`src/rtl/cdb_arbiter_if.sv`:
```
// Common data bus arbiter port bundle: producer request channels plus the
// registered CDB broadcast they feed.
interface cdb_arbiter_if #(
    parameter int ROB   = 2,
    parameter int WIDTH = 31,
    parameter int N_REQ = 4
);
    logic [N_REQ-1:0]           req_valid;
    logic [N_REQ-1:0]           req_ready;
    logic [N_REQ*(ROB+1)-1:0]   req_rob;
    logic [N_REQ*(WIDTH+1)-1:0] req_result;
    logic                       cdb_valid;
    logic [ROB:0]               cdb_rob;
    logic [WIDTH:0]             cdb_result;
    logic [N_REQ-1:0]           cdb_src;

    modport master (
        output req_valid, req_rob, req_result,
        input  req_ready, cdb_valid, cdb_rob, cdb_result, cdb_src
    );

    modport slave (
        input  req_valid, req_rob, req_result,
        output req_ready, cdb_valid, cdb_rob, cdb_result, cdb_src
    );
endinterface

```
`src/rtl/cdb_arbiter.sv`:
```
// Round-robin CDB arbiter: one producer accepted per cycle, its {tag, result}
// registered onto the broadcast bus one cycle later; flush kills new grants.
module cdb_lane #(
    parameter int ROB   = 2,
    parameter int WIDTH = 31
) (
    input  logic           sel,
    input  logic [ROB:0]   rob,
    input  logic [WIDTH:0] result,
    output logic [ROB:0]   rob_o,
    output logic [WIDTH:0] result_o
);
    assign rob_o    = sel ? rob    : '0;
    assign result_o = sel ? result : '0;
endmodule

module cdb_arbiter #(
    parameter int ROB   = 2,
    parameter int WIDTH = 31,
    parameter int N_REQ = 4
) (
    input  logic         clk,
    input  logic         reset,
    input  logic         flush,
    cdb_arbiter_if.slave bus
);
    localparam int PW = (N_REQ > 1) ? $clog2(N_REQ) : 1;

    typedef struct packed {
        logic [ROB:0]   rob;
        logic [WIDTH:0] result;
    } bcast_t;

    logic [PW-1:0]                ptr, ptr_nxt, gidx;
    logic [N_REQ-1:0]             hi, grant, src_q;
    logic                         xfer, vld_q;
    logic [N_REQ-1:0][ROB:0]      lane_rob;
    logic [N_REQ-1:0][WIDTH:0]    lane_res;
    bcast_t                       sel, bc_q;

    // Two-pass search: lowest requester at/above ptr, else lowest overall (wrap).
    always_comb begin
        hi    = '0;
        grant = '0;
        gidx  = '0;
        for (int i = 0; i < N_REQ; i++)
            hi[i] = bus.req_valid[i] && (PW'(i) >= ptr);
        if (|hi) begin
            for (int i = N_REQ-1; i >= 0; i--)
                if (hi[i]) gidx = PW'(i);
        end else begin
            for (int i = N_REQ-1; i >= 0; i--)
                if (bus.req_valid[i]) gidx = PW'(i);
        end
        if ((|bus.req_valid) && !flush && !reset)
            grant[gidx] = 1'b1;
    end

    assign xfer    = |grant;
    assign ptr_nxt = (gidx == PW'(N_REQ-1)) ? '0 : gidx + PW'(1);

    for (genvar g = 0; g < N_REQ; g++) begin : g_lane
        cdb_lane #(.ROB(ROB), .WIDTH(WIDTH)) u_lane (
            .sel      (grant[g]),
            .rob      (bus.req_rob[g*(ROB+1) +: ROB+1]),
            .result   (bus.req_result[g*(WIDTH+1) +: WIDTH+1]),
            .rob_o    (lane_rob[g]),
            .result_o (lane_res[g])
        );
    end

    // Grant is one-hot, so an OR across gated lanes is the winner's payload.
    always_comb begin
        sel = '0;
        for (int i = 0; i < N_REQ; i++) begin
            sel.rob    = sel.rob    | lane_rob[i];
            sel.result = sel.result | lane_res[i];
        end
    end

    always_ff @(posedge clk or posedge reset) begin
        if (reset) begin
            ptr   <= '0;
            vld_q <= 1'b0;
            src_q <= '0;
            bc_q  <= '0;
        end else begin
            vld_q <= xfer;
            src_q <= grant;
            if (xfer) begin
                ptr  <= ptr_nxt;
                bc_q <= sel;
            end
        end
    end

    assign bus.req_ready  = grant;
    assign bus.cdb_valid  = vld_q;
    assign bus.cdb_rob    = bc_q.rob;
    assign bus.cdb_result = bc_q.result;
    assign bus.cdb_src    = src_q;
endmodule

```
`src/flat_wrapper.sv`:
```
// flat-port wrapper written by rule: the top's interface ports become plain ports
module cdb_arbiter_flat 
#(
    parameter int ROB   = 2,
    parameter int WIDTH = 31,
    parameter int N_REQ = 4
)
  (clk, reset, flush, bus_req_valid, bus_req_rob, bus_req_result, bus_req_ready, bus_cdb_valid, bus_cdb_rob, bus_cdb_result, bus_cdb_src);
  cdb_arbiter_if #(.ROB(ROB), .WIDTH(WIDTH), .N_REQ(N_REQ)) bus_i ();
  input  logic clk;
  input  logic reset;
  input  logic flush;
  input wire logic [$bits(bus_i.req_valid)-1:0] bus_req_valid;
  input wire logic [$bits(bus_i.req_rob)-1:0] bus_req_rob;
  input wire logic [$bits(bus_i.req_result)-1:0] bus_req_result;
  output wire logic [$bits(bus_i.req_ready)-1:0] bus_req_ready;
  output wire logic [$bits(bus_i.cdb_valid)-1:0] bus_cdb_valid;
  output wire logic [$bits(bus_i.cdb_rob)-1:0] bus_cdb_rob;
  output wire logic [$bits(bus_i.cdb_result)-1:0] bus_cdb_result;
  output wire logic [$bits(bus_i.cdb_src)-1:0] bus_cdb_src;
  assign bus_i.req_valid = bus_req_valid;
  assign bus_i.req_rob = bus_req_rob;
  assign bus_i.req_result = bus_req_result;
  assign bus_req_ready = bus_i.req_ready;
  assign bus_cdb_valid = bus_i.cdb_valid;
  assign bus_cdb_rob = bus_i.cdb_rob;
  assign bus_cdb_result = bus_i.cdb_result;
  assign bus_cdb_src = bus_i.cdb_src;
  cdb_arbiter #(.ROB(ROB), .WIDTH(WIDTH), .N_REQ(N_REQ)) u_core (.clk(clk), .reset(reset), .flush(flush), .bus(bus_i));
endmodule
```
`config.mk`:
```
export PLATFORM = sky130hd
export DESIGN_NAME = cdb_arbiter_flat
export DESIGN_NICKNAME = d
export VERILOG_FILES = /design/src/rtl/cdb_arbiter_if.sv /design/src/rtl/cdb_arbiter.sv /design/src/flat_wrapper.sv
export SDC_FILE = /design/constraint.sdc
export NUM_CORES = 1
export LEC_CHECK = 0
export CAP_MARGIN = 5
export CORE_MARGIN = 1
export CORE_UTILIZATION = 37
export CTS_BUF_LIST = sky130_fd_sc_hd__clkbuf_2 sky130_fd_sc_hd__clkbuf_4 sky130_fd_sc_hd__clkbuf_8
export DETAILED_ROUTE_END_ITERATION = 6
export PLACE_DENSITY = 0.95
export SETUP_SLACK_MARGIN = 0.1
export SLEW_MARGIN = 20
export SYNTH_ARGS = -nofsm -noshare
export SYNTH_HDL_FRONTEND = slang
export SYNTH_SLANG_ARGS = --single-unit
```
`constraint.sdc`:
```
create_clock -name clk -period 5.35 [get_ports clk]
set_clock_uncertainty 0.15 [all_clocks]
set_input_delay 1.07 -clock clk [delete_from_list [all_inputs] [get_ports clk]]
set_output_delay 1.07 -clock clk [all_outputs]
set_load 0.005 [all_outputs]
```
==> flow_summary_export.csv, run 1 <==
group,metric,value,unit
job,cap_violations,0,
yosys,yosysUniqueCellTypes,24,
yosys,synth_area,0.00243,sq mm
grt,grt_pass1_wl,14500,um
power_and_ir_drop,clockPowerShare,0.139,
grt,met3_usage,0.0785,
clock_network,htreeDepth,2,
floorplanning,io_pins,191,
routing,dr.pass1.iters,5,
placed_design,placed_cells,485,
worst_setup_path,critical_path.most_common_cell,"clkdlybuf4s50_1",
grt,antenna_found_initial,0,
worst_setup_path,critPathLaunchType,"primary input",
power_and_ir_drop,p_per_area,418,mW/mm^2
grt,use_met1,0.286,
min_path,hold_start,"u_core.bus.cdb_result[2]",
timing,period_share,0.846,
timing,tightest_slew,904,ps
power_and_ir_drop,switchingPower,0.673,mW
clock_network,clkLatencyLatePin,280,ps
yosys,yosysWarnings,0,
routing,wl_per_cell,18.0,um
timing,tns,0,ps
finish,final_net_count,566,
clock_network,cts_root_buf,"clkbuf_8",
routing,antenna_left,0,
worst_setup_path,r2r_cells,9,
grt,grt-ovfl-total,0,
routing,drt_iter0_markers,120,
worst_setup_path,crit_path_max_fanout,5,
floorplanning,die_h,83.1,um
grt,grt-busiest-layer,"met2",
worst_setup_path,r2r-end,"u_core.ptr[1]",
clock_network,cts_sinks,42,
placed_design,post-place-ws,800,ps
min_path,hold_class,"flip-flop to flip-flop",
finish,layout-drive-gt1-share,0.0938,
placed_design,portBuffers,190,
worst_setup_path,cp-endpoint,"bus_req_ready[0]",
routing,drc,0,
floorplanning,start_util,0.383,
floorplanning,core,0.00635,sq mm
timing,finalSetupViolCount,0,
yosys,postSynthAreaPerCell,10.1,sq um
yosys,synthTopCellsByArea,"dfrtp_1 (43%), a22oi_1 (22%), a31oi_1 (6.4%), a31oi_2 (5.1%), nor2_1 (4.2%)",
worst_setup_path,end_kind,"output pin",
yosys,syn_inst,240,
worst_setup_path,reg2reg_from,"u_core.ptr[0]",
timing,setup_ws,822,ps
finish,final_area,0.00441,sq mm
worst_setup_path,cp_slowest_stage_delay,560,ps
clock_network,ctsHoldBuffers,0,
finish,mostFrequentLayoutCell,"clkdlybuf4s50_1",
finish,mostFrequentLayoutCells,"clkdlybuf4s50_1 (190), a22oi_1 (70), dfrtp_1 (42)",
floorplanning,die_w,83.1,um
power_and_ir_drop,ir_worst_vdd,0.000605,V
yosys,synth_edf_count,0,
worst_setup_path,path_cells,"clkdlybuf4s50_1 -> nand2b_1 -> a21oi_1 -> a211oi_1 -> inv_1 -> ha_1 -> and2_1 -> clkdlybuf4s50_1",
routing,wl,8880,um
finish,syn_to_final_growth,81.4,%
clock_network,cts_max_path_buffers,2,
floorplanning,row_count,29,
placed_design,placed_cell_area,0.00430,sq mm
routing,vias,2757,
worst_setup_path,cp_top_family,"buffers and inverters",
clock_network,cts_tree,"yes",
timing,max_clock_freq,221,MHz
grt,grt_max_degree,43,
worst_setup_path,worstSetupPathType,"primary input to output pin",
grt,use_met2,0.490,
finish,nFillCells,489,
floorplanning,die-area,0.00690,sq mm
timing,drv_slew,0,
worst_setup_path,crit_buf_inv,3,
clock_network,post_cts_buffers,0,
grt,grt_use_total,0.259,
power_and_ir_drop,power_frac_comb,0.561,
clock_network,cts.reportedPaths.clkPinSlew,80,ps
power_and_ir_drop,p_leak,1.65,nW
worst_setup_path,cp-startpoint,"bus_req_valid[1]",
timing,period_needed,4530,ps
yosys,ys_ff_latch,42,
power_and_ir_drop,sw_frac_of_total,0.365,
placed_design,place.detailed.hpwl,6490,um
routing,viasPerCell,5.59,
yosys,synth_top_area_share,0.432,
finish,n_antenna_cell,0,
timing,slew_headroom,0.397,
yosys,synth_seq_area_share,0.432,
yosys,synth_area_leader_cell,"dfrtp_1",
power_and_ir_drop,power.internal,1.17,mW
power_and_ir_drop,pwr-share-seq,0.299,
clock_network,cts_resized,0,
worst_setup_path,crit_arrival,3310,ps
power_and_ir_drop,fin_total_pwr,1.84,mW
yosys,async_reset_ff_frac,1.00,
worst_setup_path,cp_slowest_cell,"clkdlybuf4s50_1",
run_status,outcome,"complete, no violations",
clock_network,cts_made_buffers,5,
worst_setup_path,r2r_slack,2290,ps
placed_design,place_congestion,0.786,
timing,rsz0062_at_grt,"false",
yosys,synth_flop_cell,"dfrtp_1",
yosys,synth_nets,391,
worst_setup_path,cp.depth,8,
worst_setup_path,required,4130,ps
timing,hold_viol,0,
finish,final_cells,493,
grt,grt_pass1_vias,2908,
cells by family after synthesis:
family	Yosys count	synth area share
AO/OA/AOI/OAI	112	0.350
adder cells (fa/ha/maj)	4	0.0206
buffers and inverters	33	0.0808
flip-flops	42	0.432
multiplexers	1	0.00617
AND/OR/NAND/NOR	48	0.110
synth_stat cells, types with 2 or more instances:
library cell	instances
buf_2	4
nor2_2	10
ha_1	4
nand2b_1	2
clkbuf_1	13
a31oi_1	25
buf_4	4
and2_1	4
a21oi_1	3
a31oi_2	10
a22oi_1	70
buf_6	7
nor2_1	27
inv_1	5
nor4_4	2
dfrtp_1	42
state kept, by name, indices dropped and copies added (netlist names):
name and cells:
u_core.bus.cdb_result 32, u_core.bus.cdb_rob 3, u_core.bus.cdb_src 4, u_core.bus.cdb_valid 1
u_core.ptr 2
cell type report:
| type | instances | area, sq um | share of cell area |
|---|---|---|---|
| Tap cell | 77 | 96.3 | 0.0218 |
| Timing Repair Buffer | 196 | 1950 | 0.441 |
| Multi-Input combinational cell | 165 | 1180 | 0.269 |
| Clock inverter | 2 | 37.5 | 0.00851 |
| Clock buffer | 6 | 76.3 | 0.0173 |
| Sequential cell | 42 | 1050 | 0.238 |
| Inverter | 5 | 18.8 | 0.00425 |
worst min path at each step:
| stage | endpoint | slack (ps) | cells past startpoint |
|---|---|---|---|
| 6_report | u_core.bus.cdb_result[2] | 400 | 2 |
| 5_1_grt | u_core.bus.cdb_result[28] | 430 | 2 |
| 4_1_cts | u_core.bus.cdb_result[5] | 400 | 2 |
| 3_5_place_dp | u_core.bus.cdb_result[28] | 390 | 2 |
| 3_3_place_gp | u_core.bus.cdb_result[11] | 390 | 2 |
| 2_1_floorplan | u_core.ptr[0] | 380 | 2 |
worst reg2reg max path, stage by stage (launching register included):
cell,delay [ps]
dfrtp_1,410
nand2b_1,140
a21oi_1,70
a211oi_1,520
ha_1,280
buf_4,410
nor4_4,110
nor4_4,160
buf_4,370
mux2_4,340
layer usage:
metal	wire length, um	vias up
met5	0	-
met4	93	0
met3	672	10
met2	4740	123
met1	3380	1352
li1	-	1272
power groups by stage:
stage / Combinational, mW / Sequential (mW) / Clock (mW)
3_5_place_dp: 1.04 / 0.557 / 0
3_3_place_gp: 1.00 / 0.548 / 0
6_report: 1.04 / 0.552 / 0.257
2_1_floorplan: 0.518 / 0.561 / 0
4_1_cts: 1.04 / 0.552 / 0.260
5_1_grt: 1.12 / 0.571 / 0.275
stage by stage:
stage / util / hold WS (ps)
after floorplan: - / 378
after global placement: 0.677 / 386
after detailed placement: 0.677 / 390
after CTS: 0.695 / 405
after global routing: 0.695 / 431
final: 0.695 / 404
Power figures use the tool's default switching activity.
==> run 2, diff against run 1 <==
CORE_UTILIZATION = 31   (was 37)
PLACE_DENSITY = 0.91   (was 0.95)
clock period = 4 ns   (was 5.35 ns; I/O delays follow)
==> run 2 against run 1 <==
  * Worst hold slack got worse by 4.0 ps
  * Via count shrank 3.1%
  * Wire length down 3.6%
  * Largest power group unchanged
  * Non-clock buffer count is 1 higher
  * First-iteration DRC count is 5.0% lower
==> flow_summary_export.csv, run 2 (same netlist as run 1, synthesis figures left out) <==
group,metric,value,unit
run_status,outcome,"complete, no violations",
floorplanning,core,0.00741,sq mm
worst_setup_path,crit_path_max_fanout,5,
worst_setup_path,crit_arrival,2880,ps
worst_setup_path,cp_top_family,"buffers and inverters",
finish,mostFrequentLayoutCells,"clkdlybuf4s50_1 (190), a22oi_1 (70), dfrtp_1 (42)",
power_and_ir_drop,p_per_area,566,mW/mm^2
placed_design,place_congestion,0.752,
timing,max_clock_freq,261,MHz
finish,final_area,0.00449,sq mm
routing,wl_per_cell,16.6,um
clock_network,cts_sinks,42,
finish,syn_to_final_growth,84.7,%
power_and_ir_drop,ir_worst_vdd,0.000640,V
placed_design,placed_cells,507,
worst_setup_path,crit_buf_inv,4,
worst_setup_path,required,3050,ps
worst_setup_path,cp_slowest_stage_delay,530,ps
routing,viasPerCell,5.18,
worst_setup_path,critPathLaunchType,"primary input",
timing,period_share,0.957,
worst_setup_path,end_kind,"output pin",
floorplanning,row_count,31,
grt,grt_pass1_vias,2899,
power_and_ir_drop,sw_frac_of_total,0.349,
floorplanning,io_pins,191,
clock_network,clkLatencyLatePin,290,ps
power_and_ir_drop,power_frac_comb,0.546,
clock_network,htreeDepth,2,
timing,tightest_slew,885,ps
clock_network,cts_tree,"yes",
placed_design,portBuffers,190,
finish,final_net_count,567,
routing,drc,0,
timing,hold_viol,0,
clock_network,cts_root_buf,"clkbuf_8",
finish,largest_reg_flops,32,
grt,grt-ovfl-total,0,
power_and_ir_drop,p_leak,1.68,nW
floorplanning,start_util,0.328,
routing,antenna_left,0,
timing,rsz0062_at_grt,"true",
worst_setup_path,worstSetupPathType,"primary input to output pin",
finish,final_cells,516,
power_and_ir_drop,switchingPower,0.887,mW
worst_setup_path,cp_slowest_cell,"clkdlybuf4s50_1",
power_and_ir_drop,pwr-share-seq,0.291,
placed_design,place.detailed.hpwl,6320,um
clock_network,cts_made_buffers,5,
clock_network,cts_max_path_buffers,2,
grt,grt_max_degree,43,
routing,drt_iter0_markers,114,
finish,layout-drive-gt1-share,0.0983,
finish,nFillCells,618,
timing,period_needed,3830,ps
worst_setup_path,path_cells,"clkdlybuf4s50_1 -> nand2b_1 -> a21oi_1 -> a211oi_2 -> buf_4 -> inv_1 -> ha_1 -> and2_1 -> clkdlybuf4s50_1",
finish,n_antenna_cell,0,
worst_setup_path,critical_path.most_common_cell,"clkdlybuf4s50_1",
routing,dr.pass1.iters,5,
floorplanning,die_w,90.6,um
timing,slew_headroom,0.409,
timing,fin_worst_hold_slack,400,ps
grt,grt_pass1_wl,14000,um
finish,mostFrequentLayoutCell,"clkdlybuf4s50_1",
power_and_ir_drop,power.internal,1.66,mW
timing,drv_slew,0,
clock_network,cts.reportedPaths.clkPinSlew,80,ps
routing,vias,2672,
timing,finalSetupViolCount,0,
min_path,hold_class,"flip-flop to flip-flop",
placed_design,placed_cell_area,0.00434,sq mm
job,cap_violations,0,
grt,antenna_found_initial,0,
grt,grt_use_total,0.212,
floorplanning,die_h,90.6,um
power_and_ir_drop,clockPowerShare,0.163,
floorplanning,die-area,0.00820,sq mm
routing,wl,8560,um
## run 2: worst min-delay path: cells and delay by family, from the launching register on
family / cells / cell delay, ps
DFF: 1 / 340
AOI/OAI and AO/OA: 1 / 120
and+or+nand+nor: 1 / 50
## run 2: layout make-up
class                      instances  area [sq um]  share of cell area
inverter                           5          18.8             0.00418
tap                               99           124              0.0276
timing repair buffer             197          1970               0.438
sequential                        42          1050               0.234
multi-input combinational        165          1190               0.265
clock inverter                     2          60.1              0.0134
clock buffer                       6          82.6              0.0184
## run 2: through the flow
stage	setup TNS (ps)	setup WS [ps]	util	power, mW
finish	0	174	0.606	2.54
detailed placement	-105	-49.4	0.586	2.14
global route	0	63.2	0.606	2.71
global placement	0	93.5	0.586	2.09
floorplan	0	788	-	1.44
CTS	0	128	0.605	2.56
## run 2: power by group through the flow
| stage | Combinational (mW) | Clock [mW] | Sequential [mW] |
|---|---|---|---|
| global placement | 1.36 | 0 | 0.734 |
| detailed placement | 1.39 | 0 | 0.747 |
| global route | 1.50 | 0.438 | 0.769 |
| floorplan | 0.693 | 0 | 0.751 |
| CTS | 1.40 | 0.425 | 0.741 |
| finish | 1.39 | 0.415 | 0.740 |
## run 2: final timing paths
kind / start / endpoint / slack (ps) / cells after the start
setup / recovery: bus_req_valid[1] / bus_req_ready[2] / 170 / 9
hold / removal: u_core.bus.cdb_result[3] / u_core.bus.cdb_result[3] / 400 / 2
setup reg to reg: u_core.ptr[0] / u_core.bus.cdb_result[5] / 1360 / 10
hold reg to reg: u_core.bus.cdb_result[3] / u_core.bus.cdb_result[3] / 400 / 2
max in group asynchronous: reset / u_core.bus.cdb_result[1] / 2150 / 2
min in group asynchronous: reset / u_core.bus.cdb_src[1] / 980 / 2
## run 2: timing repair
| action | CTS | global route |
|---|---|---|
| buffers inserted | 0 | 1 |
| resized for setup | 1 | 0 |
| endpoints found under the hold margin | 0 | 0 |
| pin swaps | 0 | 1 |
| hold buffers | 0 | 0 |
| setup endpoints to repair | 4 | 4 |
| gates cloned | 0 | 0 |
## run 2: per-layer routing
layer  vias up  global-route usage  share of wire
met3         9              0.0665          0.090
li1       1277                   -              -
met1      1251               0.230           0.37
met5         -                   0              0
met4         0              0.0444          0.012
met2       135               0.399           0.52
